==> config.mk <==
export PLATFORM = sky130hd
export DESIGN_NAME = lu_serial_arbiter
export DESIGN_NICKNAME = d
export VERILOG_FILES = /design/src/rtl/lu_serial_arbiter.sv
export SDC_FILE = /design/constraint.sdc
export NUM_CORES = 1
export LEC_CHECK = 0
export BUFFER_PORTS_ARGS = -buffer_cell sky130_fd_sc_hd__buf_4
export CELL_PAD_IN_SITES_DETAIL_PLACEMENT = 1
export CELL_PAD_IN_SITES_GLOBAL_PLACEMENT = 1
export CORE_UTILIZATION = 35
export CTS_CLUSTER_SIZE = 12
export DETAILED_ROUTE_END_ITERATION = 8
export PLACE_DENSITY_LB_ADDON = 0.1
export RECOVER_POWER = 100
export SETUP_SLACK_MARGIN = 0.3
export SYNTH_ARGS = -nofsm -noshare
export SYNTH_HDL_FRONTEND = slang
export SYNTH_SLANG_ARGS = --single-unit
==> constraint.sdc <==
create_clock -name clk -period 3.74 [get_ports clk]
set_clock_uncertainty 0.15 [all_clocks]
set_input_delay 0.187 -clock clk [delete_from_list [all_inputs] [get_ports clk]]
set_output_delay 0.187 -clock clk [all_outputs]
set_load 0.005 [all_outputs]
==> src/rtl/lu_serial_arbiter.sv <==
// rtl/lu_serial_arbiter.sv - two-requester round-robin arbiter feeding one shared bit-serial logic unit
module lu_serial_arbiter #(
  parameter int WIDTH = 8
) (
  input  logic             clk,
  input  logic             rst,
  input  logic             req0_valid,
  output logic             req0_ready,
  input  logic [WIDTH-1:0] req0_a,
  input  logic [WIDTH-1:0] req0_b,
  input  logic [1:0]       req0_op,
  input  logic             req1_valid,
  output logic             req1_ready,
  input  logic [WIDTH-1:0] req1_a,
  input  logic [WIDTH-1:0] req1_b,
  input  logic [1:0]       req1_op,
  output logic             res_valid,
  output logic [WIDTH-1:0] res_data,
  output logic             res_id,
  output logic             busy
);

  localparam int CW = (WIDTH > 1) ? $clog2(WIDTH) : 1;

  typedef enum logic [1:0] {IDLE, RUN, DONE} state_t;

  state_t           state;
  logic [WIDTH-1:0] a_q;
  logic [WIDTH-1:0] b_q;
  logic [WIDTH-1:0] acc;
  logic [WIDTH-1:0] acc_next;
  logic [1:0]       op_q;
  logic             id_q;
  logic [CW-1:0]    cnt;
  logic             prio;
  logic             grant0;
  logic             grant1;
  logic             a_bit;
  logic             b_bit;
  logic             lu_bit;

  // prio names the requester that wins a tie; it flips away from whoever was just granted
  always_comb begin
    grant0 = req0_valid && (!req1_valid || !prio);
    grant1 = req1_valid && (!req0_valid || prio);
  end

  assign req0_ready = (state == IDLE) && grant0;
  assign req1_ready = (state == IDLE) && grant1;
  assign busy       = (state != IDLE);

  // The single shared 1-bit logic unit: op[1] picks OR/XOR, op[0] inverts
  assign a_bit  = a_q[cnt];
  assign b_bit  = b_q[cnt];
  assign lu_bit = (op_q[1] ? (a_bit ^ b_bit) : (a_bit | b_bit)) ^ op_q[0];

  always_comb begin
    acc_next      = acc;
    acc_next[cnt] = lu_bit;
  end

  always_ff @(posedge clk) begin
    if (rst) begin
      state     <= IDLE;
      res_valid <= 1'b0;
      res_data  <= '0;
      res_id    <= 1'b0;
      cnt       <= '0;
      prio      <= 1'b0;
      a_q       <= '0;
      b_q       <= '0;
      op_q      <= 2'b00;
      id_q      <= 1'b0;
      acc       <= '0;
    end else begin
      case (state)
        IDLE: begin
          if (grant0 || grant1) begin
            a_q   <= grant1 ? req1_a : req0_a;
            b_q   <= grant1 ? req1_b : req0_b;
            op_q  <= grant1 ? req1_op : req0_op;
            id_q  <= grant1;
            prio  <= ~grant1;
            cnt   <= '0;
            acc   <= '0;
            state <= RUN;
          end
        end
        RUN: begin
          acc <= acc_next;
          // Result is published only when complete so res_data holds steady outside DONE
          if (cnt == CW'(WIDTH - 1)) begin
            state     <= DONE;
            res_valid <= 1'b1;
            res_data  <= acc_next;
            res_id    <= id_q;
          end else begin
            cnt <= cnt + 1'b1;
          end
        end
        DONE: begin
          res_valid <= 1'b0;
          state     <= IDLE;
        end
        default: state <= IDLE;
      endcase
    end
  end

endmodule
# Word-level counts from Yosys, hierarchy flattened
# Index checks and enable logic that the tools add are counted.
[op_classes]
div_mod_pow = 0
multipliers = 0
mux = 21
magnitude_cmp = 2
shifts = 0
n_reduce_logical = 21
add_sub_neg = 1
bitwise = 4
n_eq_ne = 6
[op_table]
columns = ["cell", "count"]
rows = [
  ["two-way mux 8 bit", 3],
  ["case mux 8 bit (2 select lines)", 1],
  ["AND reduction 2 bit", 5],
  ["bitwise mux 8 bit", 1],
  ["binary-select mux 1 bit (select 3 bit)", 2],
  ["two-way mux 2 bit", 3],
  ["two-way mux 3 bit", 2],
  ["case mux 3 bit (2 select lines)", 1],
  ["nonzero test 2 bit", 3],
  ["logical AND 1 bit", 5],
  ["two-way mux 1 bit", 5],
  ["< comparator 3 x 4 -> 1 bit, second input constant", 1],
  ["inequality test 2 bit, second input constant", 2],
  ["case mux 2 bit (2 select lines)", 1],
  ["adder 3 x 1 -> 3 bit, second input constant", 1],
  ["demux 1 bit (select 3 bit)", 1],
  ["equality test 3 bit, second input constant", 1],
  ["greater-or-equal comparator 3 x 1 -> 1 bit, second input constant", 1],
  ["logical NOT 1 bit", 3],
  ["logical OR 1 bit", 3],
  ["AND reduction 3 bit", 1],
  ["equality test 2 x 1 -> 1 bit, second input constant", 1],
  ["equality test 2 bit, second input constant", 1],
  ["logical NOT 2 bit", 1],
  ["5 further kinds", 6],
]
[totals]
ramBits = 0
wordCells = 66
in_bits = 40
register_bits = 43
n_memories = 0
latchBits = 0
rom_bits = 0

# Logic depth before layout (Yosys ltp)
# Gate-level depths: netlist of the first run.
[logic_depth]
depth_word = 7
ltp_mapped = 11
depth_no_buf = 9

# Worst setup path before layout of the first run
# OpenSTA, ideal clock, no wires.
[synth_path]
path_kind = "flip-flop to flip-flop"
startpoint = "reg cnt[1]"
endpoint = "reg acc[5]"
synth_period_minus_slack_ns = 2.609
setup_slack_ns = 1.131
arrival_ns = 2.320
stages_incl_launch_ff = 12
n_path_buf = 2
t_required_ns = 3.451
cell_sequence = "dfxtp_1 buf_4 and2b_4 a221oi_1 a21oi_1 a311oi_1 ha_1 and2_1 or3_1 buf_4 nand3_4 o32ai_2"
[synth_via]
elab_chain_cells = 7
word_cells_on_any_way = 15
classes_between = "order compare: 2; mux: 9; bitwise: 3; reduce/logical: 1"
[synth_lines]
columns = ["item", "line", "source"]
rows = [
  ["start: declaration", "34", "logic [CW-1:0] cnt;"],
  ["start signal: assignment", "98", "cnt <= cnt + 1'b1;"],
  ["binary-select mux 1 bit (select 3 bit), on equally long branches", "53, 54", ""],
  ["two-way mux 1 bit, on equally long branches", "53, 54", ""],
  ["OR 1 bit or XOR 1 bit (tied branches)", "55", "assign lu_bit = (op_q[1] ? (a_bit ^ b_bit) : (a_bit | b_bit)) ^ op_q[0];"],
  ["two-way mux 1 bit", "55", ""],
  ["XOR 1 bit", "55", ""],
  ["bitwise mux 8 bit *", "59", "acc_next[cnt] = lu_bit;"],
  ["case mux 8 bit (2 select lines) *", "76", "case (state)"],
  ["end signal: assignment", "90", "acc <= acc_next;"],
  ["end: declaration", "30", "logic [WIDTH-1:0] acc;"],
]
# Every way passes the cells marked *; elsewhere a longest branch is shown, timed or not. The select of a mux whose other input is x is not followed.
# A chain may end at the register's enable or synchronous reset.

# Final worst setup path of the first run
# Same ends and word-level chain as after synthesis.

==> impl.org, run 1 <==
** Global route
- Largest net degree at the start of global routing :: 52
- The initial antenna violation count is 0.
- Number of global-route vias before repair :: 1971
- Wire length of the first global-routing pass :: 9328 um
- Total gr overflow :: 0
- Overall Global Routing Usage :: 0.1635

** Die
- In this run the vertical extent of the chip is 83.48 um.
- Starting Density :: 0.3638
- The die covers 6968 um2.
- Horizontal die dimension :: 83.48 um
- The floorplan has 29 rows.
- The total area inside the core boundary comes to 6386 um2.
- Total I/O pin count :: 53

** Drt
- Detailed Route WL :: 5190 um
- In the final routed layout, each cell accounts on average for 14.58 um.
- After detailed routing, the number of remaining DRC violations is 0.
- DR vias :: 1872
- Antenna Violating Nets Remaining :: 0
- After detailed routing, the number of vias per cell comes to 5.258.
- The first routing iteration left 64 violations.
- The first detailed-routing pass took 4 iterations.

** STA
- Minimum clock period after layout :: 3.088 ns
- For this run, the top clock speed supported by timing is 323.8 MHz.
- The number of hold-slack violations in the final timing report is 0.
- Share of the cycle needed by the critical path after routing :: 0.8257
- After routing, the total negative slack on setup checks comes to 0 ns.
- Max Slew Vio Count :: 0
- Headroom to the max-slew limit came out at 0.1513.
- Setup violations remaining at the end of the flow were counted as 0.
- Measured slew at the worst slew-check pin :: 1.273 ns
- Unrepaired setup endpoints after global routing :: false

** Synthesis
- Net count after synthesis :: 279
- In this run the cell area of the synthesized design comes to 2323 um2.
- The share of synthesized area in the top cell type comes to 0.3705.
- Total of flip-flops plus latches after synthesis :: 43
- After synthesis, the mean cell area works out to 9.845 um2.
- After technology mapping, the gate count stands at 236.
- Post-synth ARST share :: 0
- The largest total area in the synthesized netlist belongs to sky130_fd_sc_hd__dfxtp_1.
- Sorting the synthesized cells by area gives the leading types as sky130_fd_sc_hd__dfxtp_1, sky130_fd_sc_hd__mux2i_1, sky130_fd_sc_hd__nor2_1.
- Proportion of synthesized chip area in sequential cells :: 0.3705
- Number of distinct standard cells referenced by the synthesized netlist :: 44
- Yosys printed 0 warnings.
- Most instantiated flip-flop cell in the synthesis netlist :: sky130_fd_sc_hd__dfxtp_1
- Post-synth EDFFs :: 0

** Finish
- Most common library cell in the layout ignoring fill and taps :: sky130_fd_sc_hd__dfxtp_1
- At the end of the flow, the number of nets in the layout was 321.
- The library cells used most frequently in the layout, excluding fill and tap cells, are sky130_fd_sc_hd__dfxtp_1, sky130_fd_sc_hd__buf_4, sky130_fd_sc_hd__nor2_1.
- The repair_antennas step left the layout with diodes totalling 0.
- Fraction of final layout cells sized beyond drive strength 1 :: 0.2903
- Relative to the synthesized area, the layout overhead comes to 15.94%.

** Min path
- Beginning of the worst hold path :: req1_op[1]
- Type of the worst min-delay path :: in2reg

** Placed design
- Placed wire-length estimate :: 3717 um
- IO buf count :: 52
- Routability-driven placement finished with a final weighted congestion of 0.6937.

** Pwr
- Leakage dissipation :: 1.074 nW
- Total power density per cell area :: 371.4 nW/um2
- After layout, the design draws a total of 0.001000 W.
- Across the VDD grid, the largest voltage drop is 0.0001619 V.

** Status
- The flow ran to the end, and the final reports show no timing, DRC or antenna violations.

** Critical path
- At the worst endpoint, the required time is 3.74 ns.
- The worst register-to-register path begins at cnt[1].
- Worst setup EP type :: flip-flop
- Type of element launching the critical path :: flip-flop
- The critical path is of the reg2reg type.
- Launching element of the worst setup path :: cnt[1]
- CP arrival :: 3.09 ns
- Max FO, Critical Path :: 12

** Clock network
- CTS max path bufs :: 2
- Post-CTS sizing :: 0
- The H-tree was split into 2 levels.
- Clock-pin slew of the registers on the worst-case setup and hold paths :: 0.08 ns
- Clock tree root driver cell :: sky130_fd_sc_hd__clkbuf_8
- For the worst-skew pair, the clock arrives at the later sink with an insertion delay of 0.29 ns.
- Once the clock tree was built, the setup fixing pass inserted 0 buffers.
- For this design, the sink count on the clock tree is 43.
- TritonCTS created 5 clock buffers.
- Clock tree from TritonCTS :: yes
- In this run, post-CTS hold repair placed 0 buffers.

** Flow run
- Max-cap violations :: 0
-- synth_stat cells, drive strengths merged (4+ instances only) --
cell type / number
buf: 16
nand2b: 11
a311oi: 9
nand3b: 6
nor3: 4
nor2: 40
mux2i: 17
a21oi: 15
o32ai: 8
nand2: 15
a211oi: 15
dfxtp: 43
-- registers in the layout (all words and copies together), names as in the netlist --
register   flops
res_valid      1
res_data       8
b_q            8
cnt            3
acc            8
state          2
a_q            8
id_q           1
op_q           2
res_id         1
prio           1
-- metrics by stage --
step	utilization	hold WS (ns)	cell area (um2)	cells	setup slack, ns
after floorplan	-	0.2045	2323	236	1.131
after global placement	0.4203	0.2951	2684	348	0.7003
after detailed placement	0.4203	0.3115	2684	348	0.6320
after CTS	0.4359	0.002928	2784	356	0.6074
after global routing	0.4218	0.01673	2694	356	0.4321
final	0.4218	0.009266	2694	356	0.6519
-- worst max-delay path, cell delays in order, from the launching register on --
cell and delay [ns]:
sky130_fd_sc_hd__dfxtp_1 0.61, sky130_fd_sc_hd__and2b_1 0.30, sky130_fd_sc_hd__a221oi_1 0.26, sky130_fd_sc_hd__a21oi_1 0.07
sky130_fd_sc_hd__a311oi_1 0.25, sky130_fd_sc_hd__ha_1 0.27, sky130_fd_sc_hd__and2_0 0.20, sky130_fd_sc_hd__or3_1 0.51
sky130_fd_sc_hd__nand3_4 0.23, sky130_fd_sc_hd__o32ai_1 0.10
-- layer usage --
metal / wire length (um) / vias up / global-route usage
met5: 0 / - / 0
met3: 146 / 2 / 0.03561
met1: 2578 / 890 / 0.2214
met2: 2435 / 34 / 0.2653
li1: - / 946 / -
met4: 29 / 0 / 0.04160
-- cell type report --
type                       count  area [um2]
tap                           77       96.34
inverter                       3       11.26
sequential                    43       860.8
multi-input combinational    172        1231
fill                         747        3692
clock buffer                   8       100.1
timing repair buffer          53       394.1
-- report_power, final --
part           internal (W)  switching, W  total (W)
sequential         0.000480     0.0000199   0.000500
combinational     0.0000837     0.0000900   0.000174
clock              0.000169      0.000158   0.000327
total              0.000732      0.000268    0.00100
-- path summary, 6_finish.rpt --
path / endpoint / slack (ns) / cells past startpoint
setup / recovery: acc[5] / 0.65 / 9
hold / removal: op_q[1] / 0.009 / 3
setup reg to reg: acc[5] / 0.65 / 9
hold reg to reg: res_id / 0.32 / 2
-- kinds of logic after synthesis --
logic type | share of synthesized area
and+or+nand+nor | 0.2052
AOI/OAI and AO/OA | 0.2482
muxes | 0.09747
buffers and inverters | 0.06247
DFF | 0.3705
adders and majority gates | 0.01616
Note: power is estimated with default switching activity, not from simulation.
==> inputs of run 2 (changes only) <==
==> constraint.sdc (replaced) <==
create_clock -name clk -period 2.81 [get_ports clk]
set_clock_uncertainty 0.15 [all_clocks]
set_input_delay 0.1405 -clock clk [delete_from_list [all_inputs] [get_ports clk]]
set_output_delay 0.1405 -clock clk [all_outputs]
set_load 0.005 [all_outputs]
==> run 2 against run 1 <==
  * Via count grew 5.8%
  * Worst setup slack lost 0.44 ns
  * Global-route usage grew 0.091 points
  * Hold slack gained 0.028 ns
  * Core utilization grew 3.3 points
  * Cell count grew 5.1%
  * First-iteration DRC count shrank 13%
  * Total power grew 36%
  * Largest cell class unchanged
==> impl.org, run 2 (synthesized netlist as in run 1, its figures left out) <==
** Drt
- Vias per Instance :: 5.294 (was 5.258)
- The number of detailed-routing iterations run before antenna repair is 4 (unchanged).
- The number of remaining DRC errors came to 0 (unchanged).
- Antenna Violating Nets Remaining :: 0 (unchanged)
- The total via count after detailed routing came to 1980 (was 1872).
- Detailed Route WL :: 5396 um (was 5190 um)
- The violation count after the first detailed-route iteration is 56 (was 64).
- WL per Instance :: 14.43 um (was 14.58 um)

** Pwr
- Total power density per cell area :: 470.5 nW/um2 (was 371.4 nW/um2)
- Leakage dissipation :: 1.169 nW (was 1.074 nW)
- Combinational group share of total power :: 0.200 (was 0.174)
- The sequential fraction of design power came to 0.485 (was 0.500).
- The peak ir drop on the vdd network came to 0.0001863 V (was 0.0001619 V).
- The switching power share of the total is 0.2683 (was 0.2679).
- Cell Int Power :: 0.0009987 W (was 0.0007324 W)
- Switching component of the power :: 0.0003663 W (was 0.0002680 W)
- The clock network power share was 0.316 (was 0.327).

** Critical path
- The number of buffers and inverters on the critical path was 1 (was 0).
- Max FO, Critical Path :: 6 (was 12)
- Slowest cell on crit path :: sky130_fd_sc_hd__dfxtp_4 (was sky130_fd_sc_hd__dfxtp_1)
- Critical Path RT :: 2.88 ns (was 3.74 ns)
- Crit Path Class :: reg2reg (unchanged)
- The kind of end point of the critical path was a flip-flop (unchanged).
- The biggest cell delay along the critical path is 0.38 ns (was 0.61 ns).
- Critical-path cell list: and2b_2 -> a221oi_2 -> a21oi_1 -> a311oi_1 -> ha_1 -> and2_4 -> o21ai_4 -> clkbuf_1 -> nand3b_1 -> a311oi_2 (was and2b_1 -> a221oi_1 -> a21oi_1 -> a311oi_1 -> ha_1 -> and2_0 -> or3_1 -> nand3_4 -> o32ai_1).
- Type of element launching the critical path :: flip-flop (unchanged)
- CP arrival :: 2.66 ns (was 3.09 ns)
- The cell type group with the largest total delay on the critical path is compound AO/OA/AOI/OAI gates (was simple AND/OR/NAND/NOR gates).

** Finish
- The core utilization of the finished layout is 0.4544 (was 0.4218).
- The multi-input logic area is 1297 um2 (was 1231 um2).
- The final cell count without fillers is 374 (was 356).
- The layout overhead on the synthesized area came to 24.88% (was 15.94%).
- The footprint of the flip-flops and latches is 865.8 um2 (was 860.8 um2).
- The total of fill cells in the finished design was 733 (was 747).
- Leading cell types in the layout, fill and taps excluded :: sky130_fd_sc_hd__buf_4, sky130_fd_sc_hd__dfxtp_1, sky130_fd_sc_hd__nor2_1 (was sky130_fd_sc_hd__dfxtp_1, sky130_fd_sc_hd__buf_4, sky130_fd_sc_hd__nor2_1)
- The final net count is 339 (was 321).
- Fraction of final layout cells sized beyond drive strength 1 :: 0.3434 (was 0.2903)
- Diode insertion count for antenna repair :: 0 (unchanged)
- The most common library cell in the layout ignoring fill and taps is sky130_fd_sc_hd__buf_4 (was sky130_fd_sc_hd__dfxtp_1).

** Clock network
- The clock-pin slew on the worst setup and hold paths came to 0.08 ns (about the same).
- The H-tree level count came to 2 (unchanged).
- CTS max path bufs :: 2 (unchanged)
- The number of clock sinks was 43 (unchanged).
- Clk Latency, worst-skew pair :: 0.29 ns (about the same)
- The CTS root buffer is sky130_fd_sc_hd__clkbuf_8 (unchanged).
- CTS Buf Count :: 5 (unchanged)
- The clock tree from TritonCTS was yes (unchanged).

** Die
- The number of core rows was 29 (unchanged).
- Placeable core area :: 6386 um2 (unchanged)
- The initial cell density of the core was 0.3638 (unchanged).
- The floorplan die area was 6968 um2 (unchanged).
- Horizontal die dimension :: 83.48 um (unchanged)
- Die Span Y :: 83.48 um (unchanged)
- The top-level port count is 53 (unchanged).

** Global route
- Wire length of the first global-routing pass :: 9301 um (was 9328 um)
- The total congestion overflow after global routing was 0 (unchanged).
- The largest net degree at the start of global routing is 52 (unchanged).
- Overall Global Routing Usage :: 0.1645 (was 0.1635)
- The via count of the first global-routing pass came to 1974 (was 1971).
- The initial antenna violation count came to 0 (unchanged).

** STA
- The count of endpoints failing setup in the final report is 0 (unchanged).
- Minimum clock period after layout :: 2.596 ns (was 3.088 ns)
- The summed negative setup slack over all endpoints came to 0 ns (unchanged).
- Share of the cycle needed by the critical path after routing :: 0.9237 (was 0.8257)
- Peak clock frequency supported by timing :: 385.3 MHz (was 323.8 MHz)
- The number of hold-slack violations in the final timing report was 0 (unchanged).
- The worst slew slack as a fraction of its limit is 0.5374 (was 0.1513).
- The post-route worst hold slack was 0.03739 ns (was 0.009266 ns).
- The final max-slew violation count is 0 (unchanged).
- Unrepaired setup endpoints after global routing: true (was false).
- The transition time at the pin with the least slew margin was 0.6938 ns (was 1.273 ns).

** Flow run
- Max-cap violations :: 0 (unchanged)

** Status
- Run status :: completed (unchanged)

** Placed design
- Placed wire-length estimate :: 3695 um (was 3717 um)
- Placed Instances :: 351 (was 348)
- The number of I/O port buffers was 52 (unchanged).
- Placer Congestion :: 0.7090 (was 0.6937)

** Min path
- The type of the most critical hold path was in2reg (unchanged).
[run 2: changes by cell type in the layout (fill, tap and decap cells not counted), moves of 2 or more]
cell	delta
sky130_fd_sc_hd__buf_4	+9
sky130_fd_sc_hd__dlygate4sd3_1	+6
sky130_fd_sc_hd__o32ai_1	-3
sky130_fd_sc_hd__o32ai_2	+3
sky130_fd_sc_hd__a211oi_1	-2
sky130_fd_sc_hd__a211oi_2	+2
sky130_fd_sc_hd__and2_0	-2
sky130_fd_sc_hd__dfxtp_1	-2
[run 2: worst register-to-register path: cells and delay by family, from the launching register on]
family                     cells  cell delay, ns
AOI/OAI and AO/OA              5            0.98
adders and majority gates      1            0.28
buffers and inverters          1            0.19
DFF                            1            0.38
and+or+nand+nor                3            0.55
[run 2: worst paths after layout]
check	startpoint	endpoint	slack (ns)	cells past startpoint
max	cnt[1]	res_data[7]	0.21	10
min reg2reg	id_q	res_id	0.31	2
max reg2reg	cnt[1]	res_data[7]	0.21	10
min	req0_valid	prio	0.04	3
[run 2: area by class of cell]
cell class              count  share of cell area
flip-flops and latches     43              0.2984
well taps                  77             0.03320
repair buffers             70              0.1828
multi-input cells         173              0.4472
inverters                   3            0.003881
clock buffers               8             0.03450
[run 2: timing repair]
item | CTS | global route
setup buffers | 7 | 1
hold buffers | 6 | 0
pin swaps | 13 | 6
cloned | 1 | 0
resized for setup | 5 | 2
setup endpoints to repair | 16 | 16
hold endpoints to repair | 3 | 0
[run 2: power by group through the flow]
| stage | Clock, W | Sequential (W) | Combinational (W) |
|---|---|---|---|
| 2_1_floorplan | 0 | 0.000667 | 0.000196 |
| 3_3_place_gp | 0 | 0.000677 | 0.000254 |
| 3_5_place_dp | 0 | 0.000677 | 0.000259 |
| 4_1_cts | 0.000445 | 0.000662 | 0.000289 |
| 5_1_grt | 0.000478 | 0.000666 | 0.000300 |
| 6_report | 0.000431 | 0.000661 | 0.000273 |
[run 2: stage by stage]
stage	worst slack (ns)	total power [W]	area, um2
after floorplan	0.2699	0.0008632	2341
after global placement	0.03156	0.0009315	2716
after detailed placement	-0.03234	0.0009362	2716
after CTS	0.2409	0.001396	2950
after global routing	0.09639	0.001444	2902
final	0.2143	0.001365	2902
[run 2: routing by layer]
layer	share of wire	vias up	wire, um	global-route usage
li1	-	991	-	-
met1	0.48	947	2612	0.2087
met2	0.47	37	2553	0.2757
met3	0.034	5	182	0.03858
met4	0.0089	0	48	0.05393
met5	0	-	0	0
